==> src/rtl/otter_csr_file_if.sv <==
// CSR access bus between the core datapath and the CSR file.
// Carries the commit-stage write request and the combinational read-back.
// No handshake: a request is consumed in the cycle w_en is high.
interface otter_csr_file_if;
  logic        w_en;
  logic [1:0]  w_op;
  logic [11:0] addr;
  logic [31:0] w_data;
  logic [31:0] r_data;
  logic        csr_illegal;

  modport master (
    output w_en, w_op, addr, w_data,
    input  r_data, csr_illegal
  );

  modport slave (
    input  w_en, w_op, addr, w_data,
    output r_data, csr_illegal
  );
endinterface

==> src/rtl/otter_csr_file.sv <==
// Machine-mode CSR file: mstatus/mie/mtvec/mepc/mcause/mip plus mcycle/minstret.
// Latency: reads are combinational (pre-write value), writes land on the next edge.
// No backpressure: every request and trap/mret event is accepted in its cycle.
module otter_csr_file #(
  parameter int          NUM_IRQ     = 4,
  parameter int          COUNTER_EN  = 1,
  parameter logic [31:0] MTVEC_RESET = 32'h0
) (
  input  logic               clk,
  input  logic               rst_n,
  otter_csr_file_if.slave    bus,
  input  logic [31:0]        prog_count,
  input  logic [NUM_IRQ-1:0] irq,
  input  logic               intrpt_taken,
  input  logic               mret,
  input  logic               instr_retire,
  output logic [31:0]        csr_mepc,
  output logic [31:0]        csr_mtvec,
  output logic               intrpt_pending
);

  localparam logic [11:0] A_MSTATUS   = 12'h300;
  localparam logic [11:0] A_MIE       = 12'h304;
  localparam logic [11:0] A_MTVEC     = 12'h305;
  localparam logic [11:0] A_MEPC      = 12'h341;
  localparam logic [11:0] A_MCAUSE    = 12'h342;
  localparam logic [11:0] A_MIP       = 12'h344;
  localparam logic [11:0] A_MCYCLE    = 12'hB00;
  localparam logic [11:0] A_MCYCLEH   = 12'hB80;
  localparam logic [11:0] A_MINSTRET  = 12'hB02;
  localparam logic [11:0] A_MINSTRETH = 12'hB82;

  logic               st_mie;
  logic               st_mpie;
  logic [NUM_IRQ-1:0] mie_irq;
  logic [NUM_IRQ-1:0] mip_irq;
  logic [31:0]        mtvec;
  logic [31:0]        mepc;
  logic [31:0]        mcause;
  logic [63:0]        mcycle;
  logic [63:0]        minstret;

  logic [31:0]        rd_val;
  logic               rd_illegal;
  logic [31:0]        wr_val;
  logic               wr;
  logic [NUM_IRQ-1:0] pend;
  logic [4:0]         irq_code;
  logic [31:0]        trap_cause;

  // Read mux over the current register values; unmapped addresses read 0 and flag illegal.
  always_comb begin
    rd_val     = 32'd0;
    rd_illegal = 1'b0;
    case (bus.addr)
      A_MSTATUS:   rd_val = {24'd0, st_mpie, 3'd0, st_mie, 3'd0};
      A_MIE:       rd_val = 32'(mie_irq) << 16;
      A_MTVEC:     rd_val = mtvec;
      A_MEPC:      rd_val = mepc;
      A_MCAUSE:    rd_val = mcause;
      A_MIP:       rd_val = 32'(mip_irq) << 16;
      A_MCYCLE:    rd_val = mcycle[31:0];
      A_MCYCLEH:   rd_val = mcycle[63:32];
      A_MINSTRET:  rd_val = minstret[31:0];
      A_MINSTRETH: rd_val = minstret[63:32];
      default:     rd_illegal = 1'b1;
    endcase
  end

  assign bus.r_data      = rd_val;
  assign bus.csr_illegal = rd_illegal;

  // New value for csrrw/csrrs/csrrc, built from the pre-write read value.
  always_comb begin
    wr_val = rd_val;
    case (bus.w_op)
      2'b00:   wr_val = bus.w_data;
      2'b01:   wr_val = rd_val | bus.w_data;
      2'b10:   wr_val = rd_val & ~bus.w_data;
      default: wr_val = rd_val;
    endcase
  end

  assign wr = bus.w_en && (bus.w_op != 2'b11);

  // Lowest-numbered enabled pending line decides the trap cause (scan high to low).
  always_comb begin
    irq_code = 5'd0;
    for (int i = NUM_IRQ - 1; i >= 0; i--) begin
      if (pend[i]) irq_code = 5'(16 + i);
    end
  end

  assign pend           = mip_irq & mie_irq;
  assign trap_cause     = (|pend) ? {1'b1, 26'd0, irq_code} : 32'h8000_0000;
  assign intrpt_pending = st_mie & (|pend);
  assign csr_mepc       = mepc;
  assign csr_mtvec      = mtvec;

  // Trap-related state: trap entry beats mret, which beats a CSR write.
  always_ff @(posedge clk or negedge rst_n) begin
    if (!rst_n) begin
      st_mie  <= 1'b0;
      st_mpie <= 1'b0;
      mepc    <= 32'd0;
      mcause  <= 32'd0;
    end else if (intrpt_taken) begin
      st_mpie <= st_mie;
      st_mie  <= 1'b0;
      mepc    <= prog_count & ~32'd3;
      mcause  <= trap_cause;
    end else if (mret) begin
      st_mie  <= st_mpie;
      st_mpie <= 1'b1;
    end else if (wr) begin
      if (bus.addr == A_MSTATUS) begin
        st_mie  <= wr_val[3];
        st_mpie <= wr_val[7];
      end
      if (bus.addr == A_MEPC)   mepc   <= wr_val & ~32'd3;
      if (bus.addr == A_MCAUSE) mcause <= wr_val;
    end
  end

  // Enables, vector base and sampled interrupt lines; unaffected by trap/mret.
  always_ff @(posedge clk or negedge rst_n) begin
    if (!rst_n) begin
      mie_irq <= '0;
      mip_irq <= '0;
      mtvec   <= MTVEC_RESET & ~32'd3;
    end else begin
      mip_irq <= irq;
      if (wr && bus.addr == A_MIE)   mie_irq <= wr_val[16 +: NUM_IRQ];
      if (wr && bus.addr == A_MTVEC) mtvec   <= wr_val & ~32'd3;
    end
  end

  // Cycle counter: a write to either half replaces it and skips that cycle's increment.
  always_ff @(posedge clk or negedge rst_n) begin
    if (!rst_n) begin
      mcycle <= 64'd0;
    end else if (COUNTER_EN == 0) begin
      mcycle <= 64'd0;
    end else if (wr && bus.addr == A_MCYCLE) begin
      mcycle[31:0] <= wr_val;
    end else if (wr && bus.addr == A_MCYCLEH) begin
      mcycle[63:32] <= wr_val;
    end else begin
      mcycle <= mcycle + 64'd1;
    end
  end

  // Retired-instruction counter, same write-overrides-increment rule.
  always_ff @(posedge clk or negedge rst_n) begin
    if (!rst_n) begin
      minstret <= 64'd0;
    end else if (COUNTER_EN == 0) begin
      minstret <= 64'd0;
    end else if (wr && bus.addr == A_MINSTRET) begin
      minstret[31:0] <= wr_val;
    end else if (wr && bus.addr == A_MINSTRETH) begin
      minstret[63:32] <= wr_val;
    end else if (instr_retire) begin
      minstret <= minstret + 64'd1;
    end
  end

endmodule

==> src/flat_wrapper.sv <==
// flat-port wrapper written by rule: the top's interface ports become plain ports
module otter_csr_file_flat 
#(
  parameter int          NUM_IRQ     = 4,
  parameter int          COUNTER_EN  = 1,
  parameter logic [31:0] MTVEC_RESET = 32'h0
)
  (clk, rst_n, prog_count, irq, intrpt_taken, mret, instr_retire, csr_mepc, csr_mtvec, intrpt_pending, bus_w_en, bus_w_op, bus_addr, bus_w_data, bus_r_data, bus_csr_illegal);
  otter_csr_file_if bus_i ();
  input  logic clk;
  input  logic rst_n;
  input  logic [31:0] prog_count;
  input  logic [NUM_IRQ-1:0] irq;
  input  logic intrpt_taken;
  input  logic mret;
  input  logic instr_retire;
  output logic [31:0] csr_mepc;
  output logic [31:0] csr_mtvec;
  output logic intrpt_pending;
  input wire logic [$bits(bus_i.w_en)-1:0] bus_w_en;
  input wire logic [$bits(bus_i.w_op)-1:0] bus_w_op;
  input wire logic [$bits(bus_i.addr)-1:0] bus_addr;
  input wire logic [$bits(bus_i.w_data)-1:0] bus_w_data;
  output wire logic [$bits(bus_i.r_data)-1:0] bus_r_data;
  output wire logic [$bits(bus_i.csr_illegal)-1:0] bus_csr_illegal;
  assign bus_i.w_en = bus_w_en;
  assign bus_i.w_op = bus_w_op;
  assign bus_i.addr = bus_addr;
  assign bus_i.w_data = bus_w_data;
  assign bus_r_data = bus_i.r_data;
  assign bus_csr_illegal = bus_i.csr_illegal;
  otter_csr_file #(.NUM_IRQ(NUM_IRQ), .COUNTER_EN(COUNTER_EN), .MTVEC_RESET(MTVEC_RESET)) u_core (.clk(clk), .rst_n(rst_n), .bus(bus_i), .prog_count(prog_count), .irq(irq), .intrpt_taken(intrpt_taken), .mret(mret), .instr_retire(instr_retire), .csr_mepc(csr_mepc), .csr_mtvec(csr_mtvec), .intrpt_pending(intrpt_pending));
endmodule
==> config.mk <==
export PLATFORM = sky130hd
export DESIGN_NAME = otter_csr_file_flat
export DESIGN_NICKNAME = d
export VERILOG_FILES = /design/src/rtl/otter_csr_file_if.sv /design/src/rtl/otter_csr_file.sv /design/src/flat_wrapper.sv
export SDC_FILE = /design/constraint.sdc
export NUM_CORES = 1
export LEC_CHECK = 0
export BUFFER_PORTS_ARGS = -buffer_cell sky130_fd_sc_hd__buf_4
export CORE_MARGIN = 10
export CORE_UTILIZATION = 40
export CTS_BUF_LIST = sky130_fd_sc_hd__clkbuf_16
export DETAILED_ROUTE_END_ITERATION = 7
export PLACE_DENSITY = 0.65
export REMOVE_ABC_BUFFERS = 1
export SLEW_MARGIN = 40
export SYNTH_ARGS = -nofsm -noshare
export SYNTH_HDL_FRONTEND = slang
export SYNTH_SLANG_ARGS = --single-unit
==> constraint.sdc <==
create_clock -name clk -period 6.7 [get_ports clk]
set_clock_uncertainty 0.15 [all_clocks]
set_input_delay 0.335 -clock clk [delete_from_list [all_inputs] [get_ports clk]]
set_output_delay 0.335 -clock clk [all_outputs]
set_load 0.05 [all_outputs]
==> impl_metrics.toml <==
[status]
outcome = "finished with violations"
violations = "DRC"

[cells_and_area]
area_growth_pct = 22.4
fillers = 3586
drive_gt1_share_pct = 18.7
finalCoreUtilization_pct = 49.5
fin_cells = 2470
antenna_cells = 0
final_nets = 2025

[global_routing]
antenna_found_initial = 0
grt_use_total_pct = 30.1
first_global_vias = 15900
grt_max_degree = 122
grt-ovfl-total = 0
grt_pass1_wl_um = 107000

[logic_synthesis]
yosys_warnings = 0
yosysTopAreaCell = "dfrtp_1"
synth_most_common_cell = "dfrtp_1"
postSynthAreaPerCell_um2 = 8.59
ys_async_sr_fraction_pct = 100
yosysTopAreaCellShare_pct = 37.8
synth.distinct_cells = 91
ys_seq_area_share_pct = 37.8
dominantRegCellSynth = "dfrtp_1"
synth_area_um2 = 15200
ys_ff_latch = 230
ys_top_cells_by_count = "dfrtp_1 (230), nand2_1 (208), o21ai_0 (172), a22oi_1 (95), nand4_1 (82)"
synth_edf_count = 0
synth_area_leaders = "dfrtp_1 (38%), o21ai_0 (5.6%), nand2_1 (5.1%)"
synth_cells = 1774

[timing]
setup_tns_ns = 0
max_slew_margin_pct = 38.7
period_share_pct = 54.5
slew_viol_final = 0
hold_viol = 0
rsz0062_at_grt = "no"
max_freq_mhz = 274
worst_slew_pin_slew_ns = 0.913
setup_viol = 0
period_needed_ns = 3.65

[setup_path]
critPathLaunchType = "input port"
cp.arrival_ns = 3.17
cpMaxStageDelayCell = "or4b_1"
cp.depth = 8
critPathMaxFanout = 26
critPathMaxStageDelay_ns = 0.84
end_kind = "primary output"
worstReg2RegStart = "u_core.mcycle[10]"
cp_cell_sequence = "buf_4 > or4b_1 > nor3_4 > buf_6 > a22oi_1 > and3_1 > inv_1 > buf_4"
critPathKind = "input port to primary output"
crit_top_cell = "buf_4"
critPathLaunch = "bus_addr[1]"
cp_top_family = "simple AND/OR/NAND/NOR gates"
path_buf_inv = 4
worstRegToRegCells = 6
cp.required_ns = 6.21

[cts]
path_clk_slew_ns = 0.06
htree_levels = 1
clock-root-buffer = "clkbuf_16"
cts_tree = "built"
clockBufferDepth = 3
clock_sinks = 230
numCtsBuffers = 30
clk-insertion-delay-late_ns = 0.59

[die]
start_util_pct = 40.5
num_rows = 71
die_x_um = 215
design.die.area_um2 = 46300
io_pins = 186
core_um2 = 37700
die_y_um = 215

[route]
route.detailed.drc = 1
num_vias = 16800
wl_per_cell_um = 29.4
first_iter_violations = 2476
drt_pre_antenna_iters = 8
viasPerCell = 6.82
drt_wl_total_um = 72600
antenna_left = 0

[power]
seqPwrFrac_pct = 42.2
clockPowerShare_pct = 43.7
peakVddDrop_mv = 0.187
swShare_pct = 31.1
p_leak_uw = 0.00761
p_int_uw = 2590
power.net_switching_uw = 1170
power_density_nw_per_um2 = 201
power_frac_comb_pct = 14.1

[placed_design]
gp_congestion = 0.982
numPortBuffers = 179
dp_hpwl_um = 52200
placed_cells = 2375

[hold_path]
worst_hold_path_type = "input port to flip-flop"
hp-start = "bus_w_data[25]"
holdPathStages = 3

[flow_run]
cap_violations = 0
==> stage by stage <==
step	cell area (um^2)	power, uW	hold slack, ns	setup slack (ns)
2_1_floorplan	14600	1800	-0.111	1.03
3_3_place_gp	17000	2070	0.297	2.67
3_5_place_dp	17300	2100	0.145	2.96
4_1_cts	18600	3740	0.0113	3.01
5_1_grt	18600	3850	0.0534	3.01
6_report	18600	3750	0.0271	3.05
==> path summary, 6_finish.rpt <==
check	to	slack (ns)
max	bus_r_data[9]	3.05
min reg2reg	u_core.mcause[2]	0.33
min	u_core.csr_mtvec[25]	0.03
max in group asynchronous	u_core.mcycle[0]	5.25
max reg2reg	u_core.mcycle[57]	3.23
min in group asynchronous	u_core.minstret[25]	0.12
==> worst min-delay path, stage by stage <==
cell and delay [ns]:
buf_4 0.09, a22oi_1 0.13, o21ai_0 0.17
==> sequential cells by signal, indices dropped and copies added, names as in the netlist <==
register	flops
u_core.mcause	32
u_core.st_mie	1
u_core.csr_mepc	30
u_core.csr_mtvec	30
u_core.mie_irq	4
u_core.st_mpie	1
u_core.minstret	64
u_core.mip_irq	4
u_core.mcycle	64
==> repair_timing <==
item                                   in CTS  in global routing
endpoints found under the hold margin     146                  0
resized for setup                           0                  0
buffers inserted                            0                  0
hold buffers                               38                  0
==> power groups by stage <==
| stage | clock network (uW) | logic, uW | registers (uW) |
|---|---|---|---|
| global placement | 0 | 479 | 1590 |
| finish | 1640 | 529 | 1580 |
| detailed placement | 0 | 501 | 1600 |
| floorplan | 0 | 194 | 1610 |
| global route | 1700 | 563 | 1580 |
| CTS | 1650 | 518 | 1570 |
==> cell type report <==
| type | instances | area (um^2) | share of cell area [%] |
|---|---|---|---|
| multi-input cells | 1370 | 8970 | 48.1 |
| flip-flops and latches | 230 | 5760 | 30.9 |
| repair buffers | 270 | 2180 | 11.7 |
| clock buffers | 31 | 776 | 4.16 |
| well taps | 511 | 639 | 3.43 |
| clock inverters | 25 | 205 | 1.10 |
| inverters | 33 | 124 | 0.664 |
==> logic make-up after synthesis <==
group	count (synthesis)	synth area share, %
simple gates	694	25.3
compound gates	563	24.9
flops	230	37.8
buf+inv	177	5.16
mux	59	3.94
xor+xnor	48	2.76
fa+ha+maj	2	0.164
other cells	1	0.0246
==> metal layers <==
layer  GRT usage, %  up-vias  share of wire, %
met4           15.2        0               6.1
met2           44.7     1281                42
li1               -     7142                 -
met1           40.2     8162                40
met5              0        -                 0
met3           6.80      251                12
==> layout by cell type, fill, tap and decap left out, types with 7 or more instances in the layout <==
cell / Yosys / final
a22oi_1: 95 / 91
clkinv_2: 0 / 11
o31ai_1: 13 / 9
nor4_4: 4 / 9
nand3_1: 81 / 81
nor4_1: 41 / 37
a222oi_1: 10 / 10
mux2_2: 8 / 8
or4_1: 13 / 13
dlygate4sd3_1: 0 / 38
nor4_2: 10 / 9
mux2i_1: 51 / 51
xor2_1: 31 / 31
and2_1: 12 / 12
buf_4: 12 / 219
nand4_1: 82 / 82
a32oi_1: 12 / 12
o21bai_1: 21 / 21
clkbuf_16: 0 / 31
a211oi_1: 16 / 16
a31oi_1: 18 / 18
o211ai_1: 28 / 28
a21oi_1: 70 / 66
nor3_1: 51 / 50
dfrtp_1: 230 / 230
inv_1: 33 / 36
or3_1: 18 / 18
and3_1: 28 / 28
o21ai_0: 172 / 172
a22o_1: 11 / 11
o22ai_1: 13 / 13
a22oi_2: 4 / 8
nand2_1: 208 / 205
nor2_1: 75 / 74
xnor2_1: 17 / 17
o221ai_1: 7 / 7
and4_1: 13 / 13
Note: power is estimated with default switching activity, not from simulation.
